## src/rtl/arm_i2c_sequencer.sv

```systemverilog
// rtl/arm_i2c_sequencer.sv - I2C command sequencer: chunked frame writes to boards, angle polling of sensors
// Drives one i2c_master through ena/addr/rw/data; retries on NACK or timeout, records per-target failures.
module arm_i2c_sequencer #(
  parameter int NUM_BOARDS     = 4,
  parameter int FRAME_WIDTH    = 88,
  parameter int NUM_SENSORS    = 2,
  parameter int MAX_RETRIES    = 2,
  parameter int TIMEOUT_CYCLES = 200000
) (
  input  logic                              clock,
  input  logic                              reset,
  input  logic                              write_frames,
  input  logic                              read_angles,
  input  logic [7*NUM_BOARDS-1:0]           board_ids,
  input  logic [FRAME_WIDTH*NUM_BOARDS-1:0] command_frames,
  input  logic [7*NUM_SENSORS-1:0]          sensor_ids,
  output logic                              i2c_ena,
  output logic [6:0]                        i2c_addr,
  output logic                              i2c_rw,
  output logic [31:0]                       i2c_data_wr,
  output logic [7:0]                        i2c_nbytes,
  input  logic                              i2c_busy,
  input  logic [7:0]                        i2c_byte_counter,
  input  logic                              i2c_ack_error,
  input  logic [31:0]                       i2c_data_rd,
  output logic                              done,
  output logic [12*NUM_SENSORS-1:0]         angles,
  output logic [NUM_BOARDS-1:0]             board_error,
  output logic [NUM_SENSORS-1:0]            sensor_error,
  output logic [15:0]                       retry_count
);

  localparam int CHUNKS = (FRAME_WIDTH + 23) / 24;
  localparam int PADW   = CHUNKS * 24;
  localparam logic [3:0]  LAST_B  = 4'(NUM_BOARDS - 1);
  localparam logic [3:0]  LAST_S  = 4'(NUM_SENSORS - 1);
  localparam logic [7:0]  LAST_C  = 8'(CHUNKS - 1);
  localparam logic [7:0]  MAX_T   = 8'(MAX_RETRIES);
  localparam logic [31:0] TO_LAST = 32'(TIMEOUT_CYCLES - 1);
  localparam logic [NUM_BOARDS-1:0]  ONE_B = 1;
  localparam logic [NUM_SENSORS-1:0] ONE_S = 1;

  typedef enum logic [2:0] {
    S_IDLE, S_LOAD, S_START, S_XFER, S_WAIT_DONE, S_RETRY, S_NEXT, S_DONE
  } state_t;

  state_t      state, next_state;
  logic        wr_pend, rd_pend, pass_rd, fail_q;
  logic [3:0]  idx_q;
  logic [7:0]  chunk_q, tries_q;
  logic [31:0] timer_q;

  logic             start_wr, start_rd, timeout, complete, fail_now, can_retry, last_item;
  logic [6:0]       board_addr, sensor_addr;
  logic [FRAME_WIDTH-1:0] frame_sel;
  logic [PADW-1:0]  frame_pad;
  logic [23:0]      chunk_bits;
  logic             unused_rd;

  assign unused_rd = ^i2c_data_rd[31:12];

  assign start_wr  = (state == S_IDLE) && wr_pend;
  assign start_rd  = (state == S_IDLE) && !wr_pend && rd_pend;
  assign timeout   = ((state == S_XFER) || (state == S_WAIT_DONE)) && (timer_q >= TO_LAST);
  assign complete  = (state == S_WAIT_DONE) && !i2c_busy;
  // A transfer that completes on its last allowed cycle counts as completed, not timed out.
  assign fail_now  = complete ? i2c_ack_error : timeout;
  assign can_retry = tries_q < MAX_T;
  assign last_item = pass_rd ? (idx_q == LAST_S) : ((idx_q == LAST_B) && (chunk_q == LAST_C));

  assign i2c_ena = (state == S_START) || (state == S_XFER);
  assign done    = (state == S_IDLE) && !wr_pend && !rd_pend;

  // Target selection for LOAD; frames are zero-padded up to a whole number of 24-bit chunks.
  always_comb begin
    board_addr  = '0;
    sensor_addr = '0;
    frame_sel   = '0;
    for (int b = 0; b < NUM_BOARDS; b++) begin
      if (idx_q == 4'(b)) begin
        board_addr = board_ids[7*b +: 7];
        frame_sel  = command_frames[FRAME_WIDTH*b +: FRAME_WIDTH];
      end
    end
    for (int s = 0; s < NUM_SENSORS; s++) begin
      if (idx_q == 4'(s)) sensor_addr = sensor_ids[7*s +: 7];
    end
    frame_pad = '0;
    frame_pad[FRAME_WIDTH-1:0] = frame_sel;
    chunk_bits = '0;
    for (int c = 0; c < CHUNKS; c++) begin
      if (chunk_q == 8'(c)) chunk_bits = frame_pad[24*c +: 24];
    end
  end

  always_ff @(posedge clock) begin
    if (reset) state <= S_IDLE;
    else       state <= next_state;
  end

  always_comb begin
    next_state = state;
    case (state)
      S_IDLE:      if (wr_pend || rd_pend) next_state = S_LOAD;
      S_LOAD:      next_state = S_START;
      S_START:     next_state = S_XFER;
      S_XFER: begin
        if (timeout)                              next_state = can_retry ? S_RETRY : S_NEXT;
        else if (i2c_byte_counter >= i2c_nbytes)  next_state = S_WAIT_DONE;
      end
      S_WAIT_DONE: begin
        if (complete && !i2c_ack_error) next_state = S_NEXT;
        else if (fail_now)              next_state = can_retry ? S_RETRY : S_NEXT;
      end
      S_RETRY:     next_state = S_START;
      S_NEXT:      next_state = last_item ? S_DONE : S_LOAD;
      S_DONE:      next_state = S_IDLE;
      default:     next_state = S_IDLE;
    endcase
  end

  always_ff @(posedge clock) begin
    if (reset) begin
      wr_pend      <= 1'b0;
      rd_pend      <= 1'b0;
      pass_rd      <= 1'b0;
      fail_q       <= 1'b0;
      idx_q        <= '0;
      chunk_q      <= '0;
      tries_q      <= '0;
      timer_q      <= '0;
      i2c_addr     <= '0;
      i2c_rw       <= 1'b0;
      i2c_data_wr  <= '0;
      i2c_nbytes   <= '0;
      angles       <= '0;
      board_error  <= '0;
      sensor_error <= '0;
      retry_count  <= '0;
    end else begin
      // A request arriving on the same cycle its pass starts is kept for another pass.
      wr_pend <= (wr_pend & ~start_wr) | write_frames;
      rd_pend <= (rd_pend & ~start_rd) | read_angles;
      case (state)
        S_IDLE: begin
          if (start_wr || start_rd) begin
            pass_rd <= start_rd;
            idx_q   <= '0;
            chunk_q <= '0;
            tries_q <= '0;
          end
          if (start_wr) board_error  <= '0;
          if (start_rd) sensor_error <= '0;
        end
        S_LOAD: begin
          if (pass_rd) begin
            i2c_addr    <= sensor_addr;
            i2c_rw      <= 1'b1;
            i2c_data_wr <= {8'h20, 24'h0};
            i2c_nbytes  <= 8'd2;
          end else begin
            i2c_addr    <= board_addr;
            i2c_rw      <= 1'b0;
            i2c_data_wr <= {chunk_q + 8'd1, chunk_bits};
            i2c_nbytes  <= 8'd3;
          end
        end
        S_START: timer_q <= '0;
        S_XFER, S_WAIT_DONE: begin
          timer_q <= timer_q + 32'd1;
          fail_q  <= fail_now;
          if (complete && !i2c_ack_error && pass_rd) begin
            for (int s = 0; s < NUM_SENSORS; s++) begin
              if (idx_q == 4'(s)) angles[12*s +: 12] <= i2c_data_rd[11:0];
            end
          end
        end
        S_RETRY: begin
          tries_q <= tries_q + 8'd1;
          if (retry_count != 16'hFFFF) retry_count <= retry_count + 16'd1;
        end
        S_NEXT: begin
          tries_q <= '0;
          if (fail_q) begin
            if (pass_rd) sensor_error <= sensor_error | (ONE_S << idx_q);
            else         board_error  <= board_error | (ONE_B << idx_q);
          end
          if (pass_rd || chunk_q == LAST_C) begin
            chunk_q <= '0;
            idx_q   <= idx_q + 4'd1;
          end else begin
            chunk_q <= chunk_q + 8'd1;
          end
        end
        default: ;
      endcase
    end
  end

endmodule

```

## config.mk

```make
export PLATFORM = sky130hd
export DESIGN_NAME = arm_i2c_sequencer
export DESIGN_NICKNAME = d
export VERILOG_FILES = /design/src/rtl/arm_i2c_sequencer.sv
export SDC_FILE = /design/constraint.sdc
export NUM_CORES = 1
export LEC_CHECK = 0
export BUFFER_PORTS_ARGS = -buffer_cell sky130_fd_sc_hd__buf_2
export CAP_MARGIN = 20
export CORE_AREA = 2 2 210 212
export DETAILED_ROUTE_END_ITERATION = 6
export DIE_AREA = 0 0 212 214
export SLEW_MARGIN = 0
export SYNTH_ARGS = -nofsm -noshare
export SYNTH_HDL_FRONTEND = slang
export SYNTH_SLANG_ARGS = --single-unit
export TNS_END_PERCENT = 20
```

## constraint.sdc

```tcl
create_clock -name clock -period 2.9 [get_ports clock]
set_input_delay 0.145 -clock clock [delete_from_list [all_inputs] [get_ports clock]]
set_output_delay 0.145 -clock clock [all_outputs]
set_load 0.005 [all_outputs]
```

## Word-level counts from Yosys, hierarchy flattened

Index checks and enable logic that the tools add are counted.

- Memories: 0
- Memory bits (read-only): 0
- Bits in latches: 0
- Flip-flop bits (word level): 153
- Bits in writable memories: 0
- Input port bits: 440
- Output and inout bits: 96

- Bitwise operators: 8
- Divide/modulo/power cells: 0
- Reductions and logical operators: 36
- Multiply operators: 0
- Shift operators: 2
- $lt $le $gt $ge: 3
- Muxes and demuxes: 44
- Add/sub/neg operators: 5
- Eq/ne operators: 24

Operators with widths:

| kind | count |
|---|---|
| $mux W88 | 4 |
| $mux W24 | 4 |
| $pmux W32 S2 | 1 |
| $mux W7 | 7 |
| $add A32 B1 Y32 const B | 1 |
| $ge A32 B18 Y1 const B | 1 |
| $mux W32 | 1 |
| $pmux W8 S3 | 1 |
| $pmux W3 S7 | 1 |
| $mux W4 | 5 |
| $mux W3 | 6 |
| $add A16 B1 Y16 const B | 1 |
| $add A8 B1 Y8 const B | 2 |
| $eq A8 B2 Y1 const B | 2 |
| $mux W8 | 2 |
| $ne A16 B16 Y1 const B | 1 |
| $pmux W4 S2 | 2 |
| $pmux W8 S2 | 1 |
| $eq A3 B3 Y1 const B | 4 |
| $ne A2 B2 Y1 const B | 6 |
| $reduce_and A3 Y1 | 4 |
| $logic_and A1 B1 Y1 | 9 |
| $eq A4 B2 Y1 const B | 2 |
| $eq A8 B1 Y1 const B | 1 |
| 28 further kinds | 53 |

## Logic depth before layout (Yosys ltp)

Gate-level depths: netlist (run 1).

- Depth after elaboration: 10
- Depth in mapped cells: 11

## Worst setup path before layout (run 1)

No wires, ideal clock.

- Path kind: register -> register
- Start: reg idx_q[0]
- End: reg i2c_data_wr[22]
- Path slack: 0.543 ns
- Required time: 2.766 ns
- Buffers on the path: 2
- Arrival time: 2.223 ns
- Clock period less this slack: 2.357 ns
- Cell stages (with the launch flop): 10
- Library setup time: 0.134 ns
- Cell sequence: dfxtp_1 -> inv_1 -> ha_1 -> nor2b_1 -> buf_2 -> clkbuf_1 -> a221o_1 -> o211ai_1 -> a21oi_1 -> or4_1

- Longest elaborated chain between the ends: 10

RTL lines:

| what | line | RTL |
|---|---|---|
| start, declared | 49 | `logic [3:0] idx_q;` |
| start signal, assigned | 190 | `idx_q <= idx_q + 4'd1;` |
| $logic_not A4 Y1 | 80 | `if (idx_q == 4'(b)) begin` |
| $mux W88 (3 in a row) | 80 |  |
| $mux W88 (*) | 80 |  |
| $mux W24 (2 in a row) | 92 | `if (chunk_q == 8'(c)) chunk_bits = frame_pad[24*c +: 24];` |
| $mux W24 (*) (2 in a row) | 92 |  |
| $mux W32 (*) | 156 | `if (pass_rd) begin` |
| end signal, assigned | 159 | `i2c_data_wr <= {8'h20, 24'h0};` |
| end signal, assigned | 164 | `i2c_data_wr <= {chunk_q + 8'd1, chunk_bits};` |
| end, declared | 20 | `output logic [31:0] i2c_data_wr,` |

Every way passes the cells marked *; elsewhere a longest branch is shown, timed or not.
A chain may end at the register's enable or synchronous reset.

## Worst setup path after layout (run 1)

- Start: reg idx_q[1]
- End: reg i2c_data_wr[6]

- Longest elaborated chain between the ends: 10

RTL lines:

| what | line |
|---|---|
| $logic_not A4 Y1 | 80 |
| $mux W88 (3 in a row) | 80 |
| $mux W88 (*) | 80 |
| $mux W24 (3 in a row) | 92 |
| $mux W24 (*) | 92 |
| $mux W32 (*) | 156 |

Marked as above.

==> results.md, run 1 <==
* Status: complete, but fails checks
* Period minus WS final at between 2000 and 3000 ps
* Reg2reg path depth at 9
* Cell count after synthesis at roughly 1300
* CTS max path bufs at 2
* Post-Route Setup TNS at 0 ps
* Area of the multi-input gates at roughly 6400 sq um
* Cts repair resizes at 0
* Clock Tree Root: clkbuf_16
* Maximum fanout along the worst path at 9
* Max-slew violation count at 0
* Synth area leader: dfxtp_1
* Vias in the first global route at ~12000
* Register area at 2940 sq um
* Remaining antenna violation count at 0
* Fin crit share at 0.932
* Clk sinks at roughly 150
* Crit Path Category: reg -> reg
* Crit path required time at between 3000 and 4000 ps
* Vias per cell at approximately 5.4
* Nets at 2229
* Hold WS at around 33 ps
* Maximum Capacitance Violations at 0
* Number of distinct library cells after synthesis at 73
* Die Wd at about 210 microns
* DRT iter0 DRCs at roughly 1300
* Core Area at about 43000 sq um
* TritonCTS buffer count at 17
* Fillers at ~4600
* Pwr Density at 532 nW/um^2
* Synth cell count leaders: dfxtp_1 (147), nor2_1 (118), clkbuf_1 (94), a221oi_1 (93), o21ai_0 (87)
* Drt wl/cell at between 20 and 25 microns
* Starting Density at 0.231
* Total iterations of the first detailed-routing run at 7
* Fraction of registers with async set/reset at 0
* Global-route wire length before repair at 79000 microns
* Max frequency at 370 MHz
* Initial antenna violation count at 21
* Hold Path Class: in -> reg
* Top FF cell, synth: dfxtp_1
* Reg clk slew, reported paths at around 70 ps
* Worst skew pair latency at roughly 430 ps
* Worst-margin pin slew at roughly 890 ps
* Final hold vios at 0
* Post-synth EDFFs at 0
* Crit path to: i2c_data_wr[6]
* Tot GR Track Use at 0.230
* Register area share after synthesis at 0.297
* FF-to-FF setup slack at between 150 and 200 ps
* Crit path capture type: flip-flop
* H-tree depth at 4
* Cell Rows at 76
* Worst rel slew slack at 0.403
* Netlist Area Pre-Place at around 9900 sq um
* Final Setup Violations at 0
* Critical Path Start Type: flip-flop
* Crit. Startpoint: idx_q[1]
* Max VDD drop at between 0.4 and 0.5 mV
* Final core utilization at 0.331
* Reg2Reg Launch Point: idx_q[1]
* Top-count cell post-synth: dfxtp_1
* Largest net degree at the start of global routing at 79
* Area delta synth->final at 43.3%
* I/O pins at 536
* Die H at approximately 210 microns
* Setup Skew at 11.4 ps
* Ranking of synthesized cells by area: dfxtp_1 (30%), a221oi_1 (8.2%), nor2_1 (4.5%)
* Post-route DRC violation count at 6
* Cell Area, Placed at ~13000 sq um
* Final Instance Area at 14200 sq um
* GR Overflow Total at 0
* WL final at ~55000 microns
* R2r endpoint: i2c_data_wr[6]
* Final RePlAce weighted congestion at around 1
* Share of the synthesized area in the top cell type at 0.297
* CTS tree: built
* Final Power at 7560 uW
* Yosys reg bits at roughly 150
* RSZ-0062 raised after global routing: no
* Failing checks: design-rule violations
* Worst Path Arrival at 3010 ps
* Die area at about 45000 sq um
* Fraction of layout cells with a size suffix above 1 at 0.352
* Mapped Avg Cell Area at between 7 and 8 sq um
* Synth warnings at 0
* Leak at 0.00606 uW
* IO buf count at just over 500
* Via count at 13000
* HPWL after DPL at around 43000 microns
through the flow:
stage,instances,worst slack (ps)
finish,2393,198
global route,2392,92.3
detailed placement,2318,71.9
global placement,2318,185
floorplan,1287,543
CTS,2370,47.1
flip-flops by register name, indices dropped and copies added (netlist names), 3 cells and up:
| signal | count |
|---|---|
| timer_q | 32 |
| i2c_addr | 7 |
| tries_q | 8 |
| idx_q | 4 |
| retry_count | 16 |
| angles | 24 |
| chunk_q | 8 |
| i2c_data_wr | 32 |
| board_error | 4 |
| state | 3 |
layout by cell type, fill, tap and decap left out, drive strengths merged, types with 5 or more instances in the layout:
cell and instances:
a31oi 16, nor2 119, mux2i 13, conb 6, ha 13, o22ai 15
a21oi 83, dfxtp 147, and4 6, a221o 43, inv 34, nor3 41
diode 19, o31a 15, a211oi 7, dlygate4sd3 20, nor4 9, a311oi 25
a221oi 93, o21ai 97, and3 11, nand3 40, o31ai 13, nand4 20
buf 573, clkbuf 17, or4 31, or3 11, o21a 33, nor3b 5
nand2 86, nand3b 12, o211ai 13, a22oi 20, xnor2 7, xor2 14
and2 15, a41oi 7, o2111ai 6
routing by layer:
metal  wire length (microns)  global-route usage
met1                   22300               0.287
met5                      27                   0
met3                    3800              0.0408
met2                   26300               0.380
met4                    2060               0.112
cell type report:
type                       instances  share of cell area
antenna                           19             0.00335
clock buffer                      17              0.0299
clock inverter                    15              0.0150
inverter                          27             0.00713
multi-input combinational        990               0.453
sequential                       147               0.207
tap                              585              0.0515
timing repair buffer             593               0.233
worst max-delay path, cell delays in order, from the launching register on:
cell      delay [ps]
dfxtp_1          530
inv_1            150
ha_1             230
nor2b_4          140
buf_4            160
buf_12           130
a221o_1          300
a221oi_1         590
or4_1            260
o21ai_1           70
worst min path at each step:
stage,startpoint,end,cells after the start
final,command_frames[343],i2c_data_wr[7],3
after global routing,command_frames[334],i2c_data_wr[22],3
after floorplan,read_angles,rd_pend,2
after detailed placement,i2c_data_rd[6],angles[6],3
after global placement,i2c_data_rd[1],angles[1],3
after CTS,command_frames[343],i2c_data_wr[7],3
where the power goes:
| part | total, uW | switching (uW) | internal (uW) | leakage (uW) |
|---|---|---|---|---|
| Combinational | 2710 | 1600 | 1110 | 0.00456 |
| Sequential | 2410 | 183 | 2230 | 0.00119 |
| Clock | 2440 | 1040 | 1400 | 0.000307 |
| Total | 7560 | 2820 | 4740 | 0.00606 |
cells by family (layout without fill, tap and decap cells):
logic type | count (synthesis) | in the layout | synth area share
AO/OA/AOI/OAI | 511 | 511 | 0.371
XOR/XNOR | 21 | 21 | 0.0186
adder cells (fa/ha/maj) | 13 | 13 | 0.0164
buffers and inverters | 150 | 652 | 0.0620
flip-flops | 147 | 147 | 0.297
multiplexers | 13 | 13 | 0.0131
other | 1 | 25 | 0.000378
AND/OR/NAND/NOR | 426 | 426 | 0.222
timing repair:
item / CTS / global route
endpoints found under the setup margin: 0 / 3
hold endpoints to repair: 28 / 0
setup buffers: 0 / 4
hold buffers: 20 / 0
No activity file was read; power rests on OpenSTA's default activity.
==> inputs of run 2 (changes only) <==
--- a/config.mk
+++ b/config.mk
@@ -10,6 +10,7 @@
 export CORE_AREA = 2 2 210 212
 export DETAILED_ROUTE_END_ITERATION = 6
 export DIE_AREA = 0 0 212 214
+export SETUP_SLACK_MARGIN = 0.4
 export SLEW_MARGIN = 0
 export SYNTH_ARGS = -nofsm -noshare
 export SYNTH_HDL_FRONTEND = slang
==> run 2 against run 1 <==
  * The flow still finishes with violations (design-rule violations)
  * Core utilization rose by 0.12 points
  * Die area did not move
  * Hold slack improved by 3.6 ps
  * Non-clock buffer count rose by 1
  * Combinational power barely moved
  * Flip-flop and latch count did not move
  * Power barely moved
  * Fmax rose by 13%
  * Via count fell by 0.53%
  * Clock-buffer cell count did not move
  * First-iteration DRC count rose by 4.5%
  * Register-to-register slack improved by 300 ps
  * Critical path type unchanged
==> results.md, run 2 (synthesis results as in run 1) <==
* Finished Layout Cells at between 2000 and 2500
* Crit path top cell by count: buf_4
* Vias in the first global route at between 10000 and 15000
* Drt wl/cell at around 23 microns
* Period minus WS final at ~2400 ps
* Fraction of layout cells with a size suffix above 1 at 0.358
* I/O pins at between 500 and 600
* DP Worst Slack at 71.9 ps
* Maximum Capacitance Violations at 0
* Max-slew violation count at 0
* Post-Route Setup TNS at 0 ps
* Fillers at roughly 4600
* Status: complete, but fails checks
* Slowest cell on crit path: or4_1
* Starting Density at 0.231
* Post-route DRC violation count at 3
* Total iterations of the first detailed-routing run at 7
* Worst-margin pin slew at slightly below 900 ps
* Initial antenna violation count at 21
* Max frequency at 417 MHz
* Critical Path Start Type: flip-flop
* Tot GR Track Use at 0.230
* Largest net degree at the start of global routing at 79
* Hold WS at approximately 36 ps
* Worst skew pair latency at between 400 and 500 ps
* Crit path cell chain: inv_1, ha_1, nor2b_4, buf_4, buf_4, a221o_1, o211ai_1, a21oi_1, or4_1
* Max VDD drop at about 0.42 mV
* Global-route wire length before repair at between 70000 and 80000 microns
* Leak at between 0.006 and 0.007 uW
* IO buf count at around 500
* Die Wd at roughly 210 microns
* Fin crit share at 0.828
* Failing checks: design-rule violations
* GR Overflow Total at 0
* Hold Path Class: in -> reg
* Crit path required time at around 3200 ps
* Final Setup Violations at 0
* TritonCTS buffer count at 17
* H-tree depth at 4
* Setup Skew at between 10 and 15 ps
* HPWL after DPL at roughly 43000 microns
* Crit-path max cell delay at ~510 ps
* Cell Rows at 76
* Clk sinks at approximately 150
* Maximum fanout along the worst path at 9
* Core Area at 42900 sq um
* Commonest non-fill, non-tap cell in the layout: buf_2
* Via count at between 10000 and 15000
* Pwr Density at around 530 nW/um^2
* Area delta synth->final at 43.8%
* Most frequent cells in the layout: buf_2 (508), dfxtp_1 (145), nor2_1 (117)
* Die H at approximately 210 microns
* Worst rel slew slack at 0.410
* Crit Path Category: reg -> reg
* Placed insts at approximately 2300
* Register area at 2950 sq um
* Crit path capture type: flip-flop
* Reg clk slew, reported paths at 70 ps
* Top flop regs: i2c_data_wr x32, timer_q x32, angles x24
* Vias per cell at approximately 5.4
* Final WS setup at between 400 and 500 ps
* Worst Path Arrival at approximately 2700 ps
* Final RePlAce weighted congestion at between 0.9 and 1
* Clock Tree Root: clkbuf_16
* Nets at around 2200
* CTS max path bufs at 2
* Final Instance Area at approximately 14000 sq um
* CTS tree: built
* Die area at ~45000 sq um
* Remaining antenna violation count at 0
* Cell Area, Placed at about 13000 sq um
* Area of the multi-input gates at approximately 6500 sq um
* Final hold vios at 0
* RSZ-0062 raised after global routing: yes
* WL final at between 50000 and 60000 microns
* DRT iter0 DRCs at 1332
run 2: repair_timing:
action / CTS / global route
resized for setup: 0 / 13
hold buffers: 20 / 0
hold endpoints to repair: 28 / 0
pin swaps: 0 / 0
setup endpoints to repair: 17 / 39
buffers inserted: 4 / 1
run 2: cell type report:
cell class / instances / area share
clock inverters: 15 / 0.0149
repair buffers: 594 / 0.231
clock buffers: 17 / 0.0298
multi-input cells: 990 / 0.455
flip-flops and latches: 147 / 0.207
well taps: 585 / 0.0513
inverters: 27 / 0.00711
diodes: 19 / 0.00333
run 2: final timing paths:
path                            slack (ps)  cells after the start               to                 from
worst max-delay path                   500                      9  i2c_data_wr[22]             idx_q[1]
worst min-delay path                    40                      3  i2c_data_wr[22]  command_frames[334]
worst max register to register         500                      9  i2c_data_wr[22]             idx_q[1]
worst min register to register         460                      2   i2c_data_wr[3]       i2c_data_wr[3]
run 2: critical path, delay by kind of cell (launching register included):
kind | cells | cell delay (ps)
and+or+nand+nor | 2 | 650
DFF | 1 | 420
adders and majority gates | 1 | 210
buffers and inverters | 3 | 440
AOI/OAI and AO/OA | 3 | 540
run 2: metal layers:
layer / track usage / vias to the layer above / routed length, microns
li1: - / 6031 / -
met1: 0.287 / 6182 / 22300
met2: 0.380 / 626 / 26200
met3: 0.0406 / 88 / 3770
met4: 0.112 / 4 / 2260
met5: 0 / - / 27
run 2: power breakdown:
part | switching [uW] | internal [uW]
clock | 1040 | 1400
sequential | 184 | 2230
combinational | 1600 | 1110
run 2: stage by stage:
stage          utilization  total power (uW)
3_5_place_dp         0.310              5090
3_3_place_gp         0.310              5070
5_1_grt              0.332              7980
6_report             0.332              7560
2_1_floorplan            -              3880
4_1_cts              0.330              7600
